## config.mk

```make
export PLATFORM = sky130hd
export DESIGN_NAME = serial_subtractor
export DESIGN_NICKNAME = d
export VERILOG_FILES = /design/src/rtl/serial_subtractor_pkg.sv /design/src/rtl/serial_subtractor_full_subtractor.sv /design/src/rtl/serial_subtractor.sv
export SDC_FILE = /design/constraint.sdc
export NUM_CORES = 1
export LEC_CHECK = 0
export BUFFER_PORTS_ARGS = -buffer_cell sky130_fd_sc_hd__buf_2
export CORE_UTILIZATION = 47
export CTS_CLUSTER_DIAMETER = 80
export DETAILED_ROUTE_END_ITERATION = 7
export GPL_ROUTABILITY_DRIVEN = 0
export PLACE_DENSITY = 0.72
export SYNTH_ARGS = -nofsm -noshare
export SYNTH_HDL_FRONTEND = slang
export SYNTH_SLANG_ARGS = --single-unit
```

## constraint.sdc

```tcl
create_clock -name clk -period 1.3 [get_ports clk]
set_input_delay 0.065 -clock clk [delete_from_list [all_inputs] [get_ports clk]]
set_output_delay 0.065 -clock clk [all_outputs]
set_load 0.03 [all_outputs]
```

## src/rtl/serial_subtractor_pkg.sv

```systemverilog
// Shared types and a reference helper
// for the bit-serial subtractor.
package serial_subtractor_pkg;

  typedef enum logic [1:0] {
    IDLE  = 2'd0,
    SHIFT = 2'd1,
    DONE  = 2'd2
  } state_t;

  // {bout, d} packed with bout at bit w; w is at most 32.
  function automatic logic [32:0] sub_ref(
    input int unsigned w,
    input logic [31:0] a,
    input logic [31:0] b,
    input logic        bin
  );
    logic [32:0] full;
    logic [32:0] mask;
    logic        bo;
    full = {1'b0, a} - {1'b0, b} - 33'(bin);
    bo   = ({1'b0, a} < ({1'b0, b} + 33'(bin)));
    mask = (33'(1) << w) - 33'(1);
    return (full & mask) | (33'(bo) << w);
  endfunction

endpackage

```

## src/rtl/serial_subtractor_full_subtractor.sv

```systemverilog
// Single-bit full subtractor cell:
// diff = x - y - bi, with borrow out.
module full_subtractor (
  input  logic x,
  input  logic y,
  input  logic bi,
  output logic diff,
  output logic bo
);

  assign diff = x ^ y ^ bi;
  assign bo   = (~x & y) | (~(x ^ y) & bi);

endmodule

```

## src/rtl/serial_subtractor.sv

```systemverilog
// Bit-serial W-bit subtractor, one bit
// per clock through one subtractor cell.
module serial_subtractor
  import serial_subtractor_pkg::*;
#(
  parameter int WIDTH = 4
) (
  input  logic             clk,
  input  logic             rst_n,
  input  logic             start,
  input  logic [WIDTH-1:0] a,
  input  logic [WIDTH-1:0] b,
  input  logic             bin,
  output logic             ready,
  output logic             done,
  output logic [WIDTH-1:0] d,
  output logic             bout
);

  localparam int CW = $clog2(WIDTH);
  localparam logic [CW-1:0] LAST =
    CW'(WIDTH - 1);

  state_t           state_q;
  state_t           state_d;
  logic [CW-1:0]    cnt_q;
  logic [WIDTH-1:0] a_sr;
  logic [WIDTH-1:0] b_sr;
  logic [WIDTH-1:0] res_q;
  logic             brw_q;
  logic             fs_diff;
  logic             fs_bo;
  logic             last;
  logic             accept;
  logic [WIDTH-1:0] res_nxt;

  full_subtractor u_fs (
    .x    (a_sr[0]),
    .y    (b_sr[0]),
    .bi   (brw_q),
    .diff (fs_diff),
    .bo   (fs_bo)
  );

  assign last    = (cnt_q == LAST);
  assign accept  = (state_q == IDLE) && start;
  // diff enters at the MSB so the word ends LSB-aligned
  assign res_nxt = {fs_diff, res_q[WIDTH-1:1]};

  always_ff @(posedge clk or negedge rst_n) begin
    if (!rst_n) begin
      state_q <= IDLE;
    end else begin
      state_q <= state_d;
    end
  end

  always_comb begin
    state_d = state_q;
    ready   = 1'b0;
    done    = 1'b0;
    unique case (state_q)
      IDLE: begin
        ready = 1'b1;
        if (start) state_d = SHIFT;
      end
      SHIFT: begin
        if (last) state_d = DONE;
      end
      DONE: begin
        done    = 1'b1;
        state_d = IDLE;
      end
      default: state_d = IDLE;
    endcase
  end

  always_ff @(posedge clk or negedge rst_n) begin
    if (!rst_n) begin
      cnt_q <= '0;
      a_sr  <= '0;
      b_sr  <= '0;
      res_q <= '0;
      brw_q <= 1'b0;
      d     <= '0;
      bout  <= 1'b0;
    end else if (accept) begin
      cnt_q <= '0;
      a_sr  <= a;
      b_sr  <= b;
      res_q <= '0;
      brw_q <= bin;
    end else if (state_q == SHIFT) begin
      a_sr  <= a_sr >> 1;
      b_sr  <= b_sr >> 1;
      res_q <= res_nxt;
      brw_q <= fs_bo;
      if (last) begin
        d    <= res_nxt;
        bout <= fs_bo;
      end else begin
        cnt_q <= cnt_q + CW'(1);
      end
    end
  end

endmodule
```

==> results of run 1 <==
==> logic make-up after synthesis <==
group | Yosys count
simple gates | 25
flops | 21
compound gates | 24
mux | 4
buf+inv | 7
fa+ha+maj | 2
==> layer usage <==
metal / share of wire (%) / wire (um) / GRT usage, %
met5: 0 / 0 / 0
met4: 1.6 / 31 / 10.29
met1: 49 / 939 / 27.78
met2: 47 / 905 / 31.51
met3: 2.8 / 55 / 4.906
==> registers in the layout, indices dropped and copies added (netlist names) <==
name / flops
a_sr: 4
state_q: 2
bout: 1
res_q: 3
b_sr: 4
d: 4
brw_q: 1
cnt_q: 2
==> layout make-up <==
type                            instances  area share (%)
Clock buffer                            4           2.067
Timing Repair Buffer                   33           17.81
Sequential cell                        21           41.44
Tap cell                               27           2.657
Inverter                                5           1.673
Multi-Input combinational cell         55           34.35
==> repair_timing <==
item | in CTS | in global routing
endpoints found under the hold margin | 23 | 0
pin swaps | 0 | 1
endpoints found under the setup margin | 2 | 6
setup buffers | 3 | 3
hold buffers | 3 | 0
resized for setup | 3 | 11
==> where the power goes <==
group	leakage [uW]	internal (uW)	switching (uW)
Clock	0.0000150	120	191
Sequential	0.000258	956	216
Combinational	0.000361	863	832
Total	0.000634	1940	1240
==> placed cells by master, fill, tap and decap left out, types with 2 or more instances in the layout <==
| master | count |
|---|---|
| buf_2 | 16 |
| dfrtp_1 | 20 |
| buf_4 | 11 |
| o22ai_2 | 2 |
| o21ai_0 | 4 |
| nor3_1 | 4 |
| nor2_1 | 4 |
| buf_6 | 3 |
| a22o_1 | 3 |
| a21oi_1 | 2 |
| dlygate4sd3_1 | 3 |
| inv_1 | 3 |
| nor4b_1 | 2 |
| nor2_2 | 3 |
| clkbuf_4 | 3 |
| o22ai_1 | 4 |
| mux2_4 | 4 |
| nand2_1 | 7 |
| a2bb2oi_1 | 4 |
==> how the worst min path moves through the flow <==
stage | startpoint | endpoint | depth (start not counted) | slack, ns
finish | a[0] | a_sr[0] | 3 | 0.05
global route | a[0] | a_sr[0] | 3 | 0.04
CTS | b[0] | b_sr[0] | 3 | 0.03
detailed placement | rst_n | b_sr[0] | 1 | 0.04
global placement | rst_n | d[3] | 1 | 0.05
floorplan | rst_n | a_sr[0] | 0 | -0.23
==> worst max-delay path, cell delays in order, from the launching register on <==
cell and delay [ns]:
dfrtp_1 0.37, inv_1 0.06, fa_1 0.48, mux2_4 0.28
==> metrics by stage <==
stage / hold slack, ns / cell area (um2) / power (uW) / setup TNS [ns] / util [%]
floorplan: -0.2306 / 973.4 / 2265 / 0 / -
global placement: 0.04585 / 1124 / 2604 / 0 / 57.86
detailed placement: 0.04497 / 1124 / 2642 / 0 / 57.86
CTS: 0.03374 / 1209 / 3045 / 0 / 62.24
global route: 0.03977 / 1271 / 3432 / -0.01880 / 65.46
finish: 0.05312 / 1271 / 3178 / 0 / 65.46
==> results.yml, run 1 <==
global_routing:
  antenna_found_initial: 0
  grt_pass1_vias: 690
  track_usage_pct: 20.73
  grt_max_degree: 22
  grt-ovfl-total: 0
  grt_pass1_wl_mm: 3.146
layout:
  fillers: 164
  final-seq-area_um2: 526.8
  fin_cells: 145
  antennaDiodeCount: 0
  multi_input_area_um2: 436.7
  drive_above_1_share_pct: 44.07
  area.growth.synth_to_final_pct: 30.93
  nets: 133
logic_synthesis:
  synth_xor_area_share_pct: 0
  synth_cells: 83
  synth-simple-area-share_pct: 15.08
  yosys_register_bits: 21
  synth_area_leaders: "dfrtp_1, mux2_4, o22ai_1, a2bb2oi_1, nand2_1"
  synth-edff-count: 0
  post-synth-top-area-fraction_pct: 54.12
  async_flop_share_pct: 100.0
  synthAdderAreaFrac_pct: 3.351
  synthTopCellsByCount: "dfrtp_1, nand2_1, nor2_1, o22ai_1"
  synth_top_family_by_area: "compound AO/OA/AOI/OAI gates"
  syn-cell-area_um2: 970.9
  synth-compound-area-share_pct: 17.40
  yosysTopAreaCell: "dfrtp_1"
  synth_fp_nets: 97
  yosysUniqueCellTypes: 26
  seq_area_frac_synth_pct: 54.12
  synth.area.mux_share_pct: 6.186
  yosysWarnings: 0
  yosys.cell_count.top_type: "dfrtp_1"
  synth_top_flop_cell: "dfrtp_1"
  avgSynthCellArea_um2: 11.70
timing:
  fin_ws_ns: 0.007104
  worst_pin_slew_ns: 0.4478
  rsz0062_at_grt: "true"
  finalHoldViolCount: 0
  maxSlewHeadroom_pct: 70.15
  slew_violations: 0
  final.setup_skew_ns: 0.009629
  fmax_mhz: 773.5
  period_needed_ns: 1.293
  fin_crit_sh_pct: 99.45
  setup_viol: 0
min_path:
  worstHoldPathType: "primary input to flip-flop"
routing:
  final_antenna_net_count: 0
  routed_wl_mm: 1.932
  drtIter0Drc: 14
  avgRoutedWirePerCell_um: 13.32
  dr.pass1.iters: 3
  num_vias: 747
  drcViolationCount: 0
  viasPerCell: 5.152
power_and_ir_drop:
  power_density_nw_per_um2: 2500
  ir_drop_mv: 1.195
  power_leakage_uw: 0.0006338
cts:
  root_buffer: "clkbuf_4"
  path_clk_slew_ns: 0.11
  h-tree-depth: 1
  cts_tree: "done"
  clk_latency_ns: 0.30
  clock-sinks: 21
  clock_path_buffers: 2
  numCtsBuffers: 3
critical_path:
  cp_data_required_time_ns: 1.49
  worstSetupEndpointType: "flip-flop"
  endpoint: "d[3]"
  critical_path_arrival_ns: 1.48
  r2r_end: "d[3]"
  startpoint: "brw_q"
  reg2regPathDepth: 3
  r2r_start: "brw_q"
  start_kind: "flip-flop"
  crit_fanout: 2
  r2r_slack_ns: 0.007
  crit_type: "flip-flop to flip-flop"
floorplanning:
  start_util_pct: 50.00
  core_um2: 1942
  die_h_um: 47.45
  pin_count: 19
  dieArea_um2: 2252
  num_rows: 16
  fp.dieW_um: 47.45
placement:
  dp_slack_ns: 0.02204
  post-place-cells: 132
  hpwl_mm: 1.287
  port_buffers: 18
outcome:
  status: "completed"
run:
  maxCapViolations: 0
No activity file was read; power rests on OpenSTA's default activity.
==> run 2: changes to the inputs <==
Settings changed: ABC_AREA set to 1.
==> run 2 against run 1 <==
Hold slack lost 0.043 ns. Global-route usage is 2.5 points lower. Count of clock-buffer cells in the layout shrank 1. Utilization is 6.9 points lower. Power down 14%. Largest cell class unchanged.
==> results.yml, run 2 <==
floorplanning:
  pin_count: 19
  dieArea_um2: 2307
  die_h_um: 48.04
  core_um2: 1982
  start_util_pct: 50.25
  fp.dieW_um: 48.04
  num_rows: 16
cts:
  cts_tree: "done"
  path_clk_slew_ns: 0.12
  clock_path_buffers: 2
  h-tree-depth: 1
  clock-sinks: 21
  numCtsBuffers: 3
  root_buffer: "clkbuf_4"
  clk_latency_ns: 0.31
routing:
  met3_length_um: 55
  num_vias: 802
  avgRoutedWirePerCell_um: 10.85
  dr.max_layer_used: "met4"
  drtIter0Drc: 14
  met2WireLength_um: 847
  viasPerCell: 4.802
  routed_wl_mm: 1.812
  dr.pass1.iters: 4
  drcViolationCount: 0
  final_antenna_net_count: 0
  m1WireLength_um: 892
layout:
  utilization_pct: 58.52
  antennaDiodeCount: 0
  fillers: 177
  final_area_um2: 1160
  mostFrequentLayoutCells: "nand2_1, nand3_1, dfrtp_1"
  fin_cells: 167
  drive_above_1_share_pct: 24.29
  largestRegisters: "a_sr (4), b_sr (4), d (4)"
  final_common_cell: "nand2_1"
  nets: 155
  area.growth.synth_to_final_pct: 16.46
global_routing:
  grt_pass1_wl_mm: 2.863
  grt_max_degree: 22
  grt-ovfl-total: 0
  grt_pass1_vias: 659
  track_usage_pct: 18.26
  antenna_found_initial: 0
timing:
  final.setup_skew_ns: 0.0008892
  period_needed_ns: 1.253
  rsz0062_at_grt: "false"
  setup_viol: 0
  fin_crit_sh_pct: 96.38
  slew_violations: 0
  worst_pin_slew_ns: 0.4789
  maxSlewHeadroom_pct: 68.07
  fin_tns_setup_ns: 0
  fmax_mhz: 798.1
  finalHoldViolCount: 0
critical_path:
  critical_path_arrival_ns: 1.19
  worstSetupEndpointType: "primary output"
  cp_data_required_time_ns: 1.24
  crit_type: "flip-flop to primary output"
  start_kind: "flip-flop"
  crit_fanout: 9
logic_synthesis:
  async_flop_share_pct: 100.0
  synth_area_leaders: "dfrtp_1, nand2_1, nand3_1, buf_6, inv_1"
  synth-edff-count: 0
  syn-cell-area_um2: 996.0
  synth_cells: 116
  avgSynthCellArea_um2: 8.586
  seq_area_frac_synth_pct: 52.76
  yosysTopAreaCell: "dfrtp_1"
  synth_fp_nets: 130
  yosys_register_bits: 21
  yosysUniqueCellTypes: 16
  post-synth-top-area-fraction_pct: 52.76
  synth_top_flop_cell: "dfrtp_1"
  synthTopCellsByCount: "nand2_1, dfrtp_1, nand3_1, inv_1, buf_6"
  yosys.cell_count.top_type: "nand2_1"
  yosysWarnings: 0
power_and_ir_drop:
  power_density_nw_per_um2: 2355
  ir_drop_mv: 1.145
  power_leakage_uw: 0.0006513
min_path:
  worstHoldPathType: "primary input to flip-flop"
placement:
  placed_area_um2: 1094
  post-place-cells: 159
  port_buffers: 18
  hpwl_mm: 1.253
run:
  maxCapViolations: 0
outcome:
  status: "completed"
-- run 2: cell count changes after synthesis, moves of 3 or more --
cell	before	now
a21oi_1	3	0
o21ai_0	4	0
a22o_1	3	0
a2bb2oi_1	4	0
o22ai_1	6	0
nor2_1	6	1
inv_1	3	8
nor3_1	4	0
nand3_1	0	20
mux2_4	4	0
nand2_1	7	51
-- run 2: layout make-up --
type	count	area (um2)	area share, %
sequential	21	526.8	45.42
clock buffer	3	22.52	1.942
tap	27	33.78	2.913
inverter	10	40.04	3.452
multi-input combinational	81	389.1	33.55
clock inverter	1	5.005	0.4315
timing repair buffer	24	142.6	12.30
-- run 2: timing repair --
action | 4_1_cts | 5_1_grt
setup endpoints to repair | 1 | 0
gates resized for setup | 1 | 0
hold buffers | 3 | 0
hold endpoints to repair | 23 | 0
setup buffers | 1 | 0
-- run 2: logic make-up (layout without fill, tap and decap cells) --
family	count (synthesis)	in the layout	share of synthesized area, %
buffers and inverters	14	38	8.166
and+or+nand+nor	78	78	34.92
DFF	21	21	52.76
adders and majority gates	2	2	3.266
AOI/OAI and AO/OA	1	1	0.8796
-- run 2: through the flow --
stage | power [uW] | setup WS [ns] | hold WS [ns]
2_1_floorplan | 2168 | 0.2180 | -0.2306
3_3_place_gp | 2362 | 0.1412 | 0.05045
3_5_place_dp | 2402 | 0.09816 | 0.05580
4_1_cts | 2767 | 0.03534 | 0.006952
5_1_grt | 2969 | 0.002245 | 0.01280
6_report | 2732 | 0.04706 | 0.009993
-- run 2: final timing paths --
kind	start	end	slack [ns]	cells past startpoint
hold / removal	a[0]	a_sr[0]	0.01	3
min in group asynchronous	rst_n	cnt_q[1]	0.22	2
setup / recovery	state_q[0]	ready	0.05	2
hold reg to reg	d[0]	d[0]	0.48	2
max in group asynchronous	rst_n	state_q[0]	0.73	2
setup reg to reg	cnt_q[0]	cnt_q[1]	0.12	5
-- run 2: critical path, stage by stage (launching register included) --
cell and delay (ns):
dfrtp_2 0.52, nor2_4 0.15, buf_2 0.21
-- run 2: where the power goes --
part           internal, uW  switching (uW)  leakage, uW
Sequential              941             210     0.000266
Combinational           457             799     0.000368
Clock                   115             209    0.0000177
-- run 2: metal layers --
layer / track usage (%) / vias up
li1: - / 412
met1: 25.89 / 373
met2: 27.03 / 15
met3: 4.528 / 2
met4: 6.667 / 0
met5: 0 / -
==> run 3: changes to the inputs <==
Settings changed: ABC_AREA 1 to 0, CORE_MARGIN set to 4.
==> run 3 against run 2 <==
The run now ends with setup timing left. Clock power about the same. Power increased by 11%. Sequential cell count unchanged. Setup slack got worse by 0.058 ns. Critical path depth unchanged. Final cell count decreased by 18%. Sequential share of layout area decreased by 0.82 points. Fmax decreased by 4.4%. First-iteration DRC count decreased by 7.1%. Sequential power increased by 4%. Non-clock buffer count increased by 1. Via count decreased by 8.4%. Largest power group unchanged.
==> results.yml, run 3 (synthesis gave the netlist of run 1 again) <==
layout:
  drive_above_1_share_pct: 40.00
  area.growth.synth_to_final_pct: 21.65
  mostFrequentLayoutCells: "dfrtp_1, buf_2, nand2_1"
  antennaDiodeCount: 0
  final_common_cell: "dfrtp_1"
  nets: 125
  final-seq-area_um2: 526.8
  fin_cells: 137
  multi_input_area_um2: 420.4
  largestRegisters: "a_sr (4), b_sr (4), d (4)"
  fillers: 180
  final_area_um2: 1181
  utilization_pct: 60.20
timing:
  final.setup_skew_ns: 0.001500
  fmax_mhz: 762.8
  period_needed_ns: 1.311
  rsz0062_at_grt: "true"
  setup_viol: 1
  finalHoldViolCount: 0
  fin_crit_sh_pct: 100.8
  slew_violations: 0
  maxSlewHeadroom_pct: 69.23
  fin_ws_ns: -0.01092
  worst_pin_slew_ns: 0.4615
global_routing:
  track_usage_pct: 16.03
  grt.met2_usage_pct: 25.10
  top_usage_layer: "met2"
  antenna_found_initial: 0
  use_met1_pct: 20.28
  grt_pass1_vias: 698
  use_met3_pct: 4.225
  grt_max_degree: 22
  grt_pass1_wl_mm: 3.201
  grt-ovfl-total: 0
floorplanning:
  num_rows: 16
  fp.dieW_um: 53.45
  pin_count: 19
  die_h_um: 53.45
  dieArea_um2: 2857
  core_um2: 1962
  start_util_pct: 49.49
critical_path:
  max_stage_delay_ns: 0.50
  path_buf_inv: 0
  critical_path_arrival_ns: 1.52
  worstSetupEndpointType: "flip-flop"
  r2r_end: "d[3]"
  reg2regPathDepth: 2
  r2r_start: "a_sr[0]"
  cp_cell_sequence: "fa_1 -> mux2_4"
  crit_type: "flip-flop to flip-flop"
  r2r_slack_ns: -0.01
  crit_family: "adder cells"
  start_kind: "flip-flop"
  crit_fanout: 3
  cp_data_required_time_ns: 1.50
  worst_path_max_delay_cell: "fa_1"
outcome:
  failed_checks: "setup timing"
  status: "finished with violations"
routing:
  viasPerCell: 5.365
  num_vias: 735
  drcViolationCount: 0
  avgRoutedWirePerCell_um: 14.16
  dr.pass1.iters: 4
  drtIter0Drc: 13
  routed_wl_mm: 1.940
  final_antenna_net_count: 0
power_and_ir_drop:
  power_leakage_uw: 0.0005907
  power_density_nw_per_um2: 2556
  ir_drop_mv: 1.250
cts:
  path_clk_slew_ns: 0.12
  clock_path_buffers: 2
  clk_latency_ns: 0.30
  root_buffer: "clkbuf_4"
  numCtsBuffers: 3
  clock-sinks: 21
  cts_tree: "done"
  h-tree-depth: 1
placement:
  hpwl_mm: 1.385
  placed_area_um2: 1109
  port_buffers: 18
  dp_slack_ns: -0.02195
  post-place-cells: 130
min_path:
  holdPathStages: 3
  worstHoldPathType: "primary input to flip-flop"
  hold_start: "b[3]"
  worstHoldEndpoint: "b_sr[3]"
run:
  maxCapViolations: 0
==> run 3: layout make-up <==
cell class | instances | area share, %
sequential | 21 | 44.60
inverter | 5 | 1.801
clock inverter | 1 | 0.4237
tap | 27 | 2.860
clock buffer | 3 | 1.907
multi-input combinational | 55 | 35.59
timing repair buffer | 25 | 12.82
==> run 3: per-layer routing <==
metal	routed length (um)	vias up	part of all wire [%]
met4	17	0	0.88
met5	0	-	0
met1	865	355	45
met2	966	19	50
li1	-	359	-
met3	91	2	4.7
==> run 3: power by group <==
part           internal [uW]  switching [uW]
logic                    745             756
registers                955             242
clock network            115             207
total                   1820            1200
==> run 3: repair_timing <==
action / 4_1_cts / 5_1_grt
gates resized for setup: 4 / 3
cloned: 0 / 0
endpoints found under the setup margin: 3 / 9
pin swaps: 1 / 0
setup buffers: 1 / 1
hold buffers: 1 / 0
hold endpoints to repair: 21 / 0
==> run 3: through the flow <==
step / setup TNS [ns] / total power [uW] / hold WS (ns)
finish: -0.01092 / 3019 / 0.01247
floorplan: 0 / 2265 / -0.2306
global route: -0.07752 / 3251 / 0.01310
detailed placement: -0.02195 / 2630 / 0.04463
CTS: -0.01328 / 2980 / 0.01036
global placement: 0 / 2581 / 0.04129
==> run 3: worst max path at each step <==
stage / from / to / depth (start not counted)
global route: a_sr[0] / d[3] / 2
detailed placement: b_sr[0] / d[3] / 3
finish: a_sr[0] / d[3] / 2
global placement: b_sr[0] / d[3] / 3
CTS: brw_q / d[3] / 3
floorplan: b_sr[0] / d[3] / 3
==> run 3: tightest hold or removal path, delay by kind of cell <==
family / cells / cell delay [ns]
AOI/OAI and AO/OA: 1 / 0.08
buffers and inverters: 1 / 0.08
and+or+nand+nor: 1 / 0.07
